===== src/rtl/spi_frame_master.sv =====
// rtl/spi_frame_master.sv - fixed-width SPI frame initiator, CS/SCLK/MOSI out, MISO captured into rx_data.
// Optional special-select line guarded by SPI_FRAME_MASTER_SPECIAL_EN.
module spi_frame_master #(
    parameter int MSB     = 16,
    parameter int CLK_DIV = 4
) (
    input  logic           clk,
    input  logic           rst_n,
    input  logic           tx_valid,
    output logic           tx_ready,
    input  logic [MSB-1:0] tx_data,
    output logic           rx_valid,
    output logic [MSB-1:0] rx_data,
    output logic           busy,
    output logic           spi_cs,
    output logic           spi_clk,
    output logic           spi_mosi,
    input  logic           spi_miso
`ifdef SPI_FRAME_MASTER_SPECIAL_EN
    ,
    input  logic           tx_special,
    output logic           spi_special
`endif
);
    localparam int CW = (CLK_DIV > 1) ? $clog2(CLK_DIV) : 1;
    localparam int BW = $clog2(MSB);
    localparam logic [CW-1:0] DIV_LOAD = CW'(CLK_DIV - 1);
    localparam logic [BW-1:0] BIT_LOAD = BW'(MSB - 1);

    typedef enum logic [2:0] {
        S_IDLE,
        S_LEAD,
        S_LOW,
        S_HIGH,
        S_TRAIL,
        S_GAP
    } state_t;

    state_t         state_q, state_d;
    logic [CW-1:0]  cnt_q, cnt_d;
    logic [BW-1:0]  bit_q, bit_d;
    logic [MSB-2:0] tx_sh_q, tx_sh_d;
    logic [MSB-1:0] rx_sh_q, rx_sh_d;
    logic [MSB-1:0] rx_data_q, rx_data_d;
    logic           rx_valid_q, rx_valid_d;
    logic           tx_ready_q, tx_ready_d;
    logic           busy_q, busy_d;
    logic           cs_q, cs_d;
    logic           sclk_q, sclk_d;
    logic           mosi_q, mosi_d;
`ifdef SPI_FRAME_MASTER_SPECIAL_EN
    logic           special_q, special_d;
`endif

    logic cnt_done;
    assign cnt_done = (cnt_q == '0);

    always_ff @(posedge clk or negedge rst_n) begin
        if (!rst_n) begin
            state_q    <= S_IDLE;
            cnt_q      <= '0;
            bit_q      <= '0;
            tx_sh_q    <= '0;
            rx_sh_q    <= '0;
            rx_data_q  <= '0;
            rx_valid_q <= 1'b0;
            tx_ready_q <= 1'b1;
            busy_q     <= 1'b0;
            cs_q       <= 1'b1;
            sclk_q     <= 1'b1;
            mosi_q     <= 1'b0;
`ifdef SPI_FRAME_MASTER_SPECIAL_EN
            special_q  <= 1'b1;
`endif
        end else begin
            state_q    <= state_d;
            cnt_q      <= cnt_d;
            bit_q      <= bit_d;
            tx_sh_q    <= tx_sh_d;
            rx_sh_q    <= rx_sh_d;
            rx_data_q  <= rx_data_d;
            rx_valid_q <= rx_valid_d;
            tx_ready_q <= tx_ready_d;
            busy_q     <= busy_d;
            cs_q       <= cs_d;
            sclk_q     <= sclk_d;
            mosi_q     <= mosi_d;
`ifdef SPI_FRAME_MASTER_SPECIAL_EN
            special_q  <= special_d;
`endif
        end
    end

    // Outputs are computed for the state being entered so they register on the same edge.
    always_comb begin
        state_d    = state_q;
        cnt_d      = cnt_q;
        bit_d      = bit_q;
        tx_sh_d    = tx_sh_q;
        rx_sh_d    = rx_sh_q;
        rx_data_d  = rx_data_q;
        rx_valid_d = 1'b0;
        tx_ready_d = tx_ready_q;
        busy_d     = busy_q;
        cs_d       = cs_q;
        sclk_d     = sclk_q;
        mosi_d     = mosi_q;
`ifdef SPI_FRAME_MASTER_SPECIAL_EN
        special_d  = special_q;
`endif
        if (!cnt_done) begin
            cnt_d = cnt_q - CW'(1);
        end
        case (state_q)
            S_IDLE: begin
                cnt_d = '0;
                if (tx_valid && tx_ready_q) begin
                    state_d    = S_LEAD;
                    cnt_d      = DIV_LOAD;
                    bit_d      = BIT_LOAD;
                    tx_sh_d    = tx_data[MSB-2:0];
                    rx_sh_d    = '0;
                    tx_ready_d = 1'b0;
                    busy_d     = 1'b1;
                    cs_d       = 1'b0;
                    mosi_d     = tx_data[MSB-1];
`ifdef SPI_FRAME_MASTER_SPECIAL_EN
                    special_d  = ~tx_special;
`endif
                end
            end
            S_LEAD: begin
                if (cnt_done) begin
                    state_d = S_LOW;
                    cnt_d   = DIV_LOAD;
                    sclk_d  = 1'b0;
                end
            end
            S_LOW: begin
                if (cnt_done) begin
                    state_d = S_HIGH;
                    cnt_d   = DIV_LOAD;
                    sclk_d  = 1'b1;
                    rx_sh_d = {rx_sh_q[MSB-2:0], spi_miso};
                    // The last bit stays on MOSI through TRAIL.
                    if (bit_q != '0) begin
                        mosi_d  = tx_sh_q[MSB-2];
                        tx_sh_d = tx_sh_q << 1;
                    end
                end
            end
            S_HIGH: begin
                if (cnt_done) begin
                    cnt_d = DIV_LOAD;
                    if (bit_q == '0) begin
                        state_d = S_TRAIL;
                    end else begin
                        state_d = S_LOW;
                        bit_d   = bit_q - BW'(1);
                        sclk_d  = 1'b0;
                    end
                end
            end
            S_TRAIL: begin
                if (cnt_done) begin
                    state_d    = S_GAP;
                    cnt_d      = DIV_LOAD;
                    cs_d       = 1'b1;
                    mosi_d     = 1'b0;
                    rx_data_d  = rx_sh_q;
                    rx_valid_d = 1'b1;
`ifdef SPI_FRAME_MASTER_SPECIAL_EN
                    special_d  = 1'b1;
`endif
                end
            end
            S_GAP: begin
                if (cnt_done) begin
                    state_d    = S_IDLE;
                    tx_ready_d = 1'b1;
                    busy_d     = 1'b0;
                end
            end
            default: begin
                state_d = S_IDLE;
            end
        endcase
    end

    assign tx_ready = tx_ready_q;
    assign rx_valid = rx_valid_q;
    assign rx_data  = rx_data_q;
    assign busy     = busy_q;
    assign spi_cs   = cs_q;
    assign spi_clk  = sclk_q;
    assign spi_mosi = mosi_q;
`ifdef SPI_FRAME_MASTER_SPECIAL_EN
    assign spi_special = special_q;
`endif

endmodule


===== config.mk =====
export PLATFORM = sky130hd
export DESIGN_NAME = spi_frame_master
export DESIGN_NICKNAME = d
export VERILOG_FILES = /design/src/rtl/spi_frame_master.sv
export SDC_FILE = /design/constraint.sdc
export NUM_CORES = 1
export LEC_CHECK = 0
export ABC_AREA = 1
export CORE_ASPECT_RATIO = 1.1
export CORE_UTILIZATION = 52
export DETAILED_ROUTE_END_ITERATION = 8
export PLACE_DENSITY = 0.77
export RECOVER_POWER = 25
export SETUP_SLACK_MARGIN = 0.05
export SLEW_MARGIN = 20
export SYNTH_ARGS = -nofsm -noshare
export SYNTH_HDL_FRONTEND = slang
export SYNTH_SLANG_ARGS = --single-unit
export TNS_END_PERCENT = 10

===== constraint.sdc =====
create_clock -name clk -period 2.07 [get_ports clk]
set_clock_uncertainty 0.15 [all_clocks]
set_input_delay 0.3105 -clock clk [delete_from_list [all_inputs] [get_ports clk]]
set_output_delay 0.3105 -clock clk [all_outputs]
set_load 0.02 [all_outputs]

### Word level (Yosys, flattened, before mapping)

Index checks and enable logic that the tools add are counted.

* flip-flop bits (word level): 62
* input port bits: 20
* output and inout bits: 22
* logic and storage cells: 87

* add/subtract/negate cells: 2
* equal/unequal tests: 13
* multiplexer cells: 39
* reductions and logical operators: 21

Operators by type and width (count)
* 15-bit two-way mux: 3
* 16-bit two-way mux: 2
* 16-bit case mux with 2 select lines: 1
* 15-bit case mux with 2 select lines: 1
* 3-bit two-way mux: 7
* 3-bit case mux with 6 select lines: 1
* 2-bit inequality test (second input constant): 8
* 4-bit two-way mux: 3
* 1-bit two-way mux: 11
* 5-bit AND reduction: 2
* 3-bit AND reduction: 3
* 4-bit case mux with 2 select lines: 1
* 4-bit AND reduction: 2
* 2-bit nonzero test: 4
* 3-bit by 2-bit == test with 1-bit output (second input constant): 2
* 3-bit == test (second input constant): 2
* 2-bit two-way mux: 3
* 1-bit case mux with 2 select lines: 3
* 1-bit case mux with 3 select lines: 2
* 6-bit AND reduction: 1
* 3-bit nonzero test: 2
* 4-bit logical NOT: 1
* 2-bit case mux with 2 select lines: 1
* 4-bit nonzero test: 1
* 8 further kinds: 8

### Longest topological paths before layout

Gate-level depths: netlist of run 1.

* depth after elaboration: 4
* depth in mapped cells: 10
* depth with buffers taken out: 9

### Worst setup path after synthesis of run 1

Ideal clock, no wire load.

* path type: flip-flop to flip-flop
* start point: reg cnt_q[0]
* end point: reg rx_sh_q[10]
* setup time: 0.118 ns
* data arrival time: 1.433 ns
* data required time: 1.802 ns
* path slack: 0.369 ns
* cell stages (with the launch flop): 11
* clock period less this slack: 1.701 ns
* cells stage by stage: dfrtp_1 -> inv_1 -> ha_1 -> inv_1 -> nand3_1 -> nand2_2 -> nor2_4 -> inv_2 -> buf_4 -> nand2_1 -> nand2_1

* longest elaborated chain between the ends: 3

RTL lines
* start, declared: line 40 `logic [CW-1:0] cnt_q, cnt_d;`
* start signal, assigned: line 77 `cnt_q <= cnt_d;`
* 2-bit logical NOT: line 56 `assign cnt_done = (cnt_q == '0);`
* 2-bit inequality test (no source line)
* 3-bit AND reduction (no source line)
* end signal, assigned: line 80 `rx_sh_q <= rx_sh_d;`
* end, declared: line 43 `logic [MSB-1:0] rx_sh_q, rx_sh_d;`

No other way between the ends.
A chain may end at the register's enable or synchronous reset.

### Final worst setup path of run 1

* start point: reg sclk_q, in the netlist spi_clk
* end point: out spi_clk

RTL lines
* start, declared: line 49 `logic sclk_q, sclk_d;`
* start signal, assigned: line 86 `sclk_q <= sclk_d;`
* end, declared: line 16 `output logic spi_clk,`

No word-level cell between the ends.

==> results.md, run 1 <==
| Stage | Item | Value |
| --- | --- | --- |
| finish | Fraction of final layout cells sized beyond drive strength 1 | 0.101 |
| routing | Routed wire length per instance | 11.4 microns |
| clock network | TritonCTS clock tree | done |
| synth | Cell types with the highest counts after synthesis | nand2_1, dfrtp_1, nand3_1 |
| routing | Number of nets with antenna violations after detailed routing | 0 |
| setup path | Largest driver fanout on the critical path | 2 |
| sta | Setup violators final | 0 |
| finish | Final std cell area, no fill | 3640 sq um |
| floorplan | Starting utilization of the core area | 0.543 |
| synth | Portion of synthesized cell area occupied by the leading cell type | 0.500 |
| synth | EDFF count, synth | 0 |
| sta | Worst slew margin | 0.413 |
| setup path | Critical-path cell with the highest stage delay | clkdlybuf4s50_1 |
| setup path | Data required time at the worst endpoint | 1.61 ns |
| synth | Xor and xnor area share after synthesis | 0 |
| synth | Most repeated cell in the gate-level netlist after synthesis | nand2_1 |
| synth | Proportion of register bits with asynchronous set or reset after synthesis | 1.00 |
| floorplan | Area inside the core boundary | 5430 sq um |
| pwr | Sw Ratio | 0.418 |
| run status | Result of the run | finished clean |
| pwr | Internal power consumption | 2.81 mW |
| pwr | Combinational fraction of design power | 0.430 |
| synth | Syn Area/Cell | 7.74 sq um |
| pwr | Maximum ir drop on the vdd rail | 0.779 mV |
| clock network | Total clock buffers created by CTS | 9 |
| routing | Number of remaining DRC errors | 0 |
| clock network | Number of levels in the clock H-tree | 3 |
| sta | Worst-Margin Slew | 0.881 ns |
| synth | Main synth FF type | dfrtp_1 |
| pwr | Cell Pwr Density | 1320 nW/um^2 |
| floorplan | Row Count | 28 |
| pwr | Clock Power Share | 0.217 |
| pwr | Fraction of power consumed by sequential logic | 0.353 |
| sta | RSZ-0062 raised after global routing | yes |
| floorplan | Overall die height | 81 microns |
| setup path | Crit start category | flip-flop |
| finish | Count of antenna diodes in the layout | 0 |
| synth | Sequential cell area fraction in the yosys report | 0.527 |
| sta | Final count of hold timing violations | 0 |
| setup path | CP peak stage delay | 0.61 ns |
| sta | Portion of the clock cycle consumed by the worst path in the final layout | 0.943 |
| hold path | Worst hold path class | flip-flop to flip-flop |
| synth | Mux contribution to synthesized area | 0 |
| setup path | Type of the worst setup path | flip-flop to output port |
| synth | Cells after Synth | 381 |
| setup path | Critical path buffers and inverters | 1 |
| setup path | Register-to-Register Path Depth | 8 |
| synth | Simple-gate portion of the synthesized area | 0.369 |
| sta | Number of pins exceeding their max-slew limit in the final report | 0 |
| floorplan | Die Width | 73.8 microns |
| setup path | Critical path data arrival time | 1.49 ns |
| grt | Number of antenna violations at the first check in global routing | 0 |
| routing | Violation count after the first detailed-routing iteration | 165 |
| synth | Post-synthesis instance area | 2950 sq um |
| pwr | Total power | 4.82 mW |
| routing | Total vias in the final route | 2498 |
| clock network | Clock edge transition at the registers on the reported setup and hold paths | 0.06 ns |
| setup path | Flop-to-flop setup slack | 0.20 ns |
| grt | Total gr overflow | 0 |
| routing | Via-per-instance ratio | 4.90 |
| finish | Post-layout net count | 454 |
| hold path | Worst Hold Depth | 2 |
| sta | Max Fclk | 512 MHz |
| flow run | Number of max-capacitance violations reported | 0 |
| place | Half-perimeter wire length after detailed placement | 4010 microns |
| synth | Post-synthesis compound-gate area fraction | 0.0267 |
| synth | Count of warnings emitted by yosys | 0 |
| clock network | Clock Root Buffer | clkbuf_8 |
| place | Placer Congestion | 0.843 |
| grt | Global-route wire length before repair | 10000 microns |
| clock network | Clock sink count | 62 |
| grt | All-layer global routing usage | 0.224 |
| floorplan | Die Outline Area | 5980 sq um |
| setup path | Critical Path Sink Type | output port |
| routing | DRT Wirelength | 5820 microns |
| synth | Largest family of logic cells by synthesized area | simple AND/OR/NAND/NOR gates |
| synth | Number of synthesized register bits | 62 |
| setup path | Worst path cell trace | clkdlybuf4s50_1 |
| setup path | Number of gates on the worst path with buffers counted | 1 |
| clock network | Clock network latency to the later pin of the worst-skew pair | 0.34 ns |
| sta | Final critical path time including I/O delays and setup | 1.95 ns |
| place | Placed standard-cell area | 3450 sq um |
| synth | Synth top area cells | dfrtp_1, nand2_1, nand3_1 |
| finish | Final Util | 0.671 |
| grt | Vias in the first global route | 2285 |
| grt | Largest net degree at the start of global routing | 32 |
| sta | Total Negative Setup Slacks | 0 ns |
| setup path | Cell type group with the largest total delay on the critical path | buffers and inverters |
| pwr | Switching power summed over all nets | 2.01 mW |
| pwr | Leakage power summed over all cells | 2.02 nW |
| synth | Number of distinct library cells after synthesis | 23 |
| synth | Leading area contributor after synthesis | dfrtp_1 |
| clock network | Clock buffer depth | 2 |
| synth | Share of synthesized cell area in full adder, half adder and majority cells | 0.0170 |
| routing | Pre-Repair DR Iteration Count | 4 |
| finish | Area growth from synthesis to layout | 23.4% |
| place | Number of buffer cells added on primary ports | 41 |
| floorplan | Number of top-level design ports | 42 |
| synth | Post-synth net total | 405 |
## final timing paths
check	to	start
min reg2reg	spi_cs	spi_cs
max reg2reg	rx_sh_q[8]	state_q[2]
max in group asynchronous	tx_sh_q[6]	rst_n
min	spi_cs	spi_cs
min in group asynchronous	rx_valid	rst_n
max	spi_clk	spi_clk
## cell families after synthesis
family	Yosys count
AND/OR/NAND/NOR	264
AO/OA/AOI/OAI	13
flip-flops	62
adder cells (fa/ha/maj)	4
buffers and inverters	38
## layout make-up
cell class                      count  area [sq um]
Fill cell                         440          1790
Timing Repair Buffer               52           489
Tap cell                           75          93.8
Clock buffer                       12           145
Inverter                           24          90.1
Multi-Input combinational cell    281          1220
Clock inverter                      4          48.8
Sequential cell                    62          1560
## stage by stage
step | hold WS, ns | instances | setup slack [ns]
2_1_floorplan | -0.135 | 381 | 0.369
3_3_place_gp | 0.100 | 493 | 0.227
3_5_place_dp | 0.112 | 493 | 0.215
4_1_cts | 0.283 | 510 | 0.0899
5_1_grt | 0.336 | 510 | 0.0168
6_report | 0.309 | 510 | 0.117
## state kept, by name, indices dropped and copies added, names as in the netlist
name / flops
bit_q: 4
busy: 1
cnt_q: 2
rx_data: 16
rx_sh_q: 16
rx_valid: 1
spi_clk: 1
spi_cs: 1
spi_mosi: 1
state_q: 3
tx_ready: 1
tx_sh_q: 15
## repair_timing
| action | 4_1_cts | 5_1_grt |
|---|---|---|
| setup endpoints to repair | 0 | 15 |
| endpoints found under the hold margin | 15 | 0 |
| gates resized for setup | 0 | 1 |
| buffers inserted | 0 | 0 |
| hold buffers | 1 | 0 |
## power by group through the flow
stage	Sequential, mW	Combinational, mW	Clock, mW
6_report	1.70	2.07	1.04
3_5_place_dp	1.72	2.08	0
3_3_place_gp	1.71	2.03	0
4_1_cts	1.70	2.09	1.07
5_1_grt	1.73	2.39	1.12
2_1_floorplan	1.69	1.63	0
## worst min-delay path, stage by stage, from the launching register on
cell,delay [ns]
dfstp_2,0.37
nand2_1,0.05
nand2_1,0.04
## cells in the final DEF, fill, tap and decap left out, drive strengths merged
| cell type | instances |
|---|---|
| ha | 4 |
| inv | 24 |
| dfstp | 3 |
| o21ai | 9 |
| bufinv | 1 |
| nand4 | 2 |
| clkdlybuf4s50 | 40 |
| nand3b | 1 |
| dfrtp | 59 |
| a21oi | 3 |
| clkinv | 3 |
| nand3 | 42 |
| nor2 | 13 |
| nand2 | 205 |
| o211ai | 1 |
| or2 | 1 |
| buf | 9 |
| dlygate4sd3 | 1 |
| clkbuf | 14 |
## routing by layer
| metal | global-route usage | wire length (microns) | vias up |
|---|---|---|---|
| met5 | 0 | 0 | - |
| met1 | 0.282 | 2850 | 1152 |
| met3 | 0.0707 | 242 | 6 |
| li1 | - | - | 1287 |
| met4 | 0.0846 | 61 | 0 |
| met2 | 0.361 | 2660 | 53 |
No activity file was read; power rests on OpenSTA's default activity.
==> run 2, diff against run 1 <==
--- a/config.mk
+++ b/config.mk
@@ -11,6 +11,7 @@
 export DETAILED_ROUTE_END_ITERATION = 8
 export PLACE_DENSITY = 0.77
 export RECOVER_POWER = 25
+export REMOVE_ABC_BUFFERS = 1
 export SETUP_SLACK_MARGIN = 0.05
 export SLEW_MARGIN = 20
 export SYNTH_ARGS = -nofsm -noshare
==> run 2 against run 1 <==
Compared with the run above: sequential power about the same; routed wire length increased by 1.1%; die area unchanged; setup slack improved by 0.0025 ns; worst hold slack improved by 0.014 ns; design area decreased by 0.58%; combinational power about the same; sequential cell count unchanged; critical path depth unchanged; global-route usage increased by 0.51 points; clock power decreased by 11%; register-to-register slack improved by 0.05 ns; largest cell class unchanged.
==> results.md, run 2 (synthesis gave the netlist of run 1 again) <==
| Stage | Item | Value | vs previous |
| --- | --- | --- | --- |
| run status | Result of the run | finished clean |  |
| setup path | Critical-path cell with the highest stage delay | clkdlybuf4s50_1 |  |
| sta | RSZ-0062 raised after global routing | no |  |
| hold path | Worst hold path class | flip-flop to flip-flop |  |
| setup path | CP peak stage delay | 0.60 ns | about the same |
| clock network | Clock edge transition at the registers on the reported setup and hold paths | 0.07 ns | about the same |
| grt | Global-route wire length before repair | 10300 microns | +2.9% |
| grt | Largest net degree at the start of global routing | 44 | +38% |
| finish | Count of antenna diodes in the layout | 0 | unchanged |
| finish | Most used cells in the layout excluding fill and tap cells | nand2_1, dfrtp_1, nand3_1 |  |
| finish | Fraction of final layout cells sized beyond drive strength 1 | 0.0949 | -0.00624 |
| sta | Setup violators final | 0 | unchanged |
| hold path | Worst Hold Depth | 2 | unchanged |
| place | Placer Congestion | 0.809 | -4.0% |
| sta | Total Negative Setup Slacks | 0 ns | unchanged |
| setup path | Reg-to-reg startpoint | cnt_q[0] |  |
| pwr | Cell Pwr Density | 1300 nW/um^2 | -1.9% |
| clock network | TritonCTS clock tree | done |  |
| clock network | Total clock buffers created by CTS | 9 | unchanged |
| floorplan | Row Count | 28 | unchanged |
| finish | Area growth from synthesis to layout | 22.7% |  |
| routing | Pre-Repair DR Iteration Count | 4 | unchanged |
| floorplan | Overall die height | 81 microns | unchanged |
| clock network | Clock buffer depth | 2 | unchanged |
| place | Number of buffer cells added on primary ports | 41 | unchanged |
| routing | Number of remaining DRC errors | 0 | unchanged |
| sta | Portion of the clock cycle consumed by the worst path in the final layout | 0.942 | -0.00121 |
| clock network | Number of levels in the clock H-tree | 3 | unchanged |
| routing | Via-per-instance ratio | 4.93 | +0.75% |
| grt | All-layer global routing usage | 0.229 | +0.00509 |
| sta | Worst slew margin | 0.243 | -0.170 |
| finish | Commonest non-fill, non-tap cell in the layout | nand2_1 |  |
| setup path | Data required time at the worst endpoint | 1.61 ns | about the same |
| setup path | Type of the worst setup path | flip-flop to output port |  |
| pwr | Switching power summed over all nets | 2.01 mW | -0.32% |
| pwr | Internal power consumption | 2.69 mW | -4.0% |
| sta | Max Fclk | 513 MHz | +0.13% |
| pwr | Sw Ratio | 0.427 | +0.00921 |
| routing | Routed wire length per instance | 11.6 microns | +1.7% |
| finish | Post-layout net count | 451 | -0.66% |
| floorplan | Starting utilization of the core area | 0.543 | unchanged |
| routing | Total vias in the final route | 2502 | +0.16% |
| sta | Final count of hold timing violations | 0 | unchanged |
| routing | Number of nets with antenna violations after detailed routing | 0 | unchanged |
| hold path | Startpoint of the lowest-slack hold path | tx_sh_q[7] |  |
| setup path | Critical path buffers and inverters | 1 | unchanged |
| clock network | Clock Root Buffer | clkbuf_8 |  |
| setup path | Largest driver fanout on the critical path | 3 | +1 |
| routing | DRT Wirelength | 5880 microns | +1.1% |
| setup path | Cell type group with the largest total delay on the critical path | buffers and inverters |  |
| setup path | Crit start category | flip-flop |  |
| hold path | Endpoint of the worst hold path | tx_sh_q[7] |  |
| sta | Worst-Margin Slew | 1.14 ns | +0.255 ns |
| grt | Vias in the first global route | 2355 | +3.1% |
| setup path | Flop-to-flop setup slack | 0.25 ns | +0.05 ns |
| setup path | Register-to-Register Path Depth | 9 | +1 |
| floorplan | Die Outline Area | 5980 sq um | unchanged |
| flow run | Number of max-capacitance violations reported | 0 | unchanged |
| floorplan | Number of top-level design ports | 42 | unchanged |
| pwr | Maximum ir drop on the vdd rail | 0.802 mV | +2.9% |
| routing | Violation count after the first detailed-routing iteration | 107 | -35% |
| pwr | Clock Power Share | 0.197 | -0.020 |
| floorplan | Area inside the core boundary | 5430 sq um | unchanged |
| pwr | Fraction of power consumed by sequential logic | 0.360 | +0.007 |
| place | Half-perimeter wire length after detailed placement | 4010 microns | -0.12% |
| setup path | Critical path data arrival time | 1.49 ns | about the same |
| pwr | Combinational fraction of design power | 0.443 | +0.013 |
| setup path | Start point of the critical path | tx_ready |  |
| clock network | Clock sink count | 62 | unchanged |
| setup path | Capturing point of the worst reg2reg path | rx_sh_q[15] |  |
| clock network | Clock network latency to the later pin of the worst-skew pair | 0.34 ns | about the same |
| setup path | Worst path cell trace | clkdlybuf4s50_1 |  |
| setup path | Critical Path Sink Type | output port |  |
| floorplan | Die Width | 73.8 microns | unchanged |
| sta | Final critical path time including I/O delays and setup | 1.95 ns | -0.00251 ns |
| grt | Total gr overflow | 0 | unchanged |
| sta | Number of pins exceeding their max-slew limit in the final report | 0 | unchanged |
| grt | Number of antenna violations at the first check in global routing | 0 | unchanged |
| finish | Final Util | 0.667 | -0.00392 |
| pwr | Leakage power summed over all cells | 2.00 nW | -1.0% |
-- run 2: power groups by stage --
stage               clock [mW]  sequential (mW)  combinational (mW)
finish                   0.924             1.69                2.08
CTS                      0.944             1.69                2.10
global route             0.994             1.73                2.39
detailed placement           0             1.71                2.09
floorplan                    0             1.71                1.43
global placement             0             1.71                2.03
-- run 2: worst max path at each step --
stage	endpoint	slack, ns	depth (start not counted)
3_3_place_gp	rx_sh_q[8]	0.28	8
5_1_grt	rx_sh_q[8]	0.06	9
4_1_cts	tx_ready	0.1	1
2_1_floorplan	tx_sh_q[10]	0.17	7
3_5_place_dp	rx_sh_q[14]	0.18	9
6_report	tx_ready	0.12	1
-- run 2: what timing repair did --
| item | in CTS | in global routing |
|---|---|---|
| setup buffers | 0 | 0 |
| setup endpoints to repair | 0 | 18 |
| endpoints found under the hold margin | 17 | 0 |
| hold buffers | 1 | 0 |
| gates resized for setup | 0 | 1 |
-- run 2: layer usage --
| layer | GRT usage | vias to the layer above | routed length (microns) |
|---|---|---|---|
| li1 | - | 1277 | - |
| met1 | 0.293 | 1160 | 2730 |
| met2 | 0.373 | 58 | 2850 |
| met3 | 0.0633 | 7 | 232 |
| met4 | 0.0808 | 0 | 70 |
| met5 | 0 | - | 0 |
-- run 2: cell type report --
type	count	area, sq um
clock buffers	12	145
clock inverters	4	22.5
repair buffers	49	492
well taps	75	93.8
fillers	445	1810
flip-flops and latches	62	1560
multi-input cells	281	1220
inverters	24	90.1
-- run 2: metrics by stage --
step	power (mW)	hold WS, ns	cell area, sq um	worst slack, ns	std cells
floorplan	3.15	-0.135	2860	0.170	367
global route	5.11	0.333	3620	0.0559	507
finish	4.70	0.323	3620	0.120	507
detailed placement	3.80	0.141	3440	0.182	490
CTS	4.74	0.306	3620	0.0972	507
global placement	3.73	0.141	3440	0.277	490
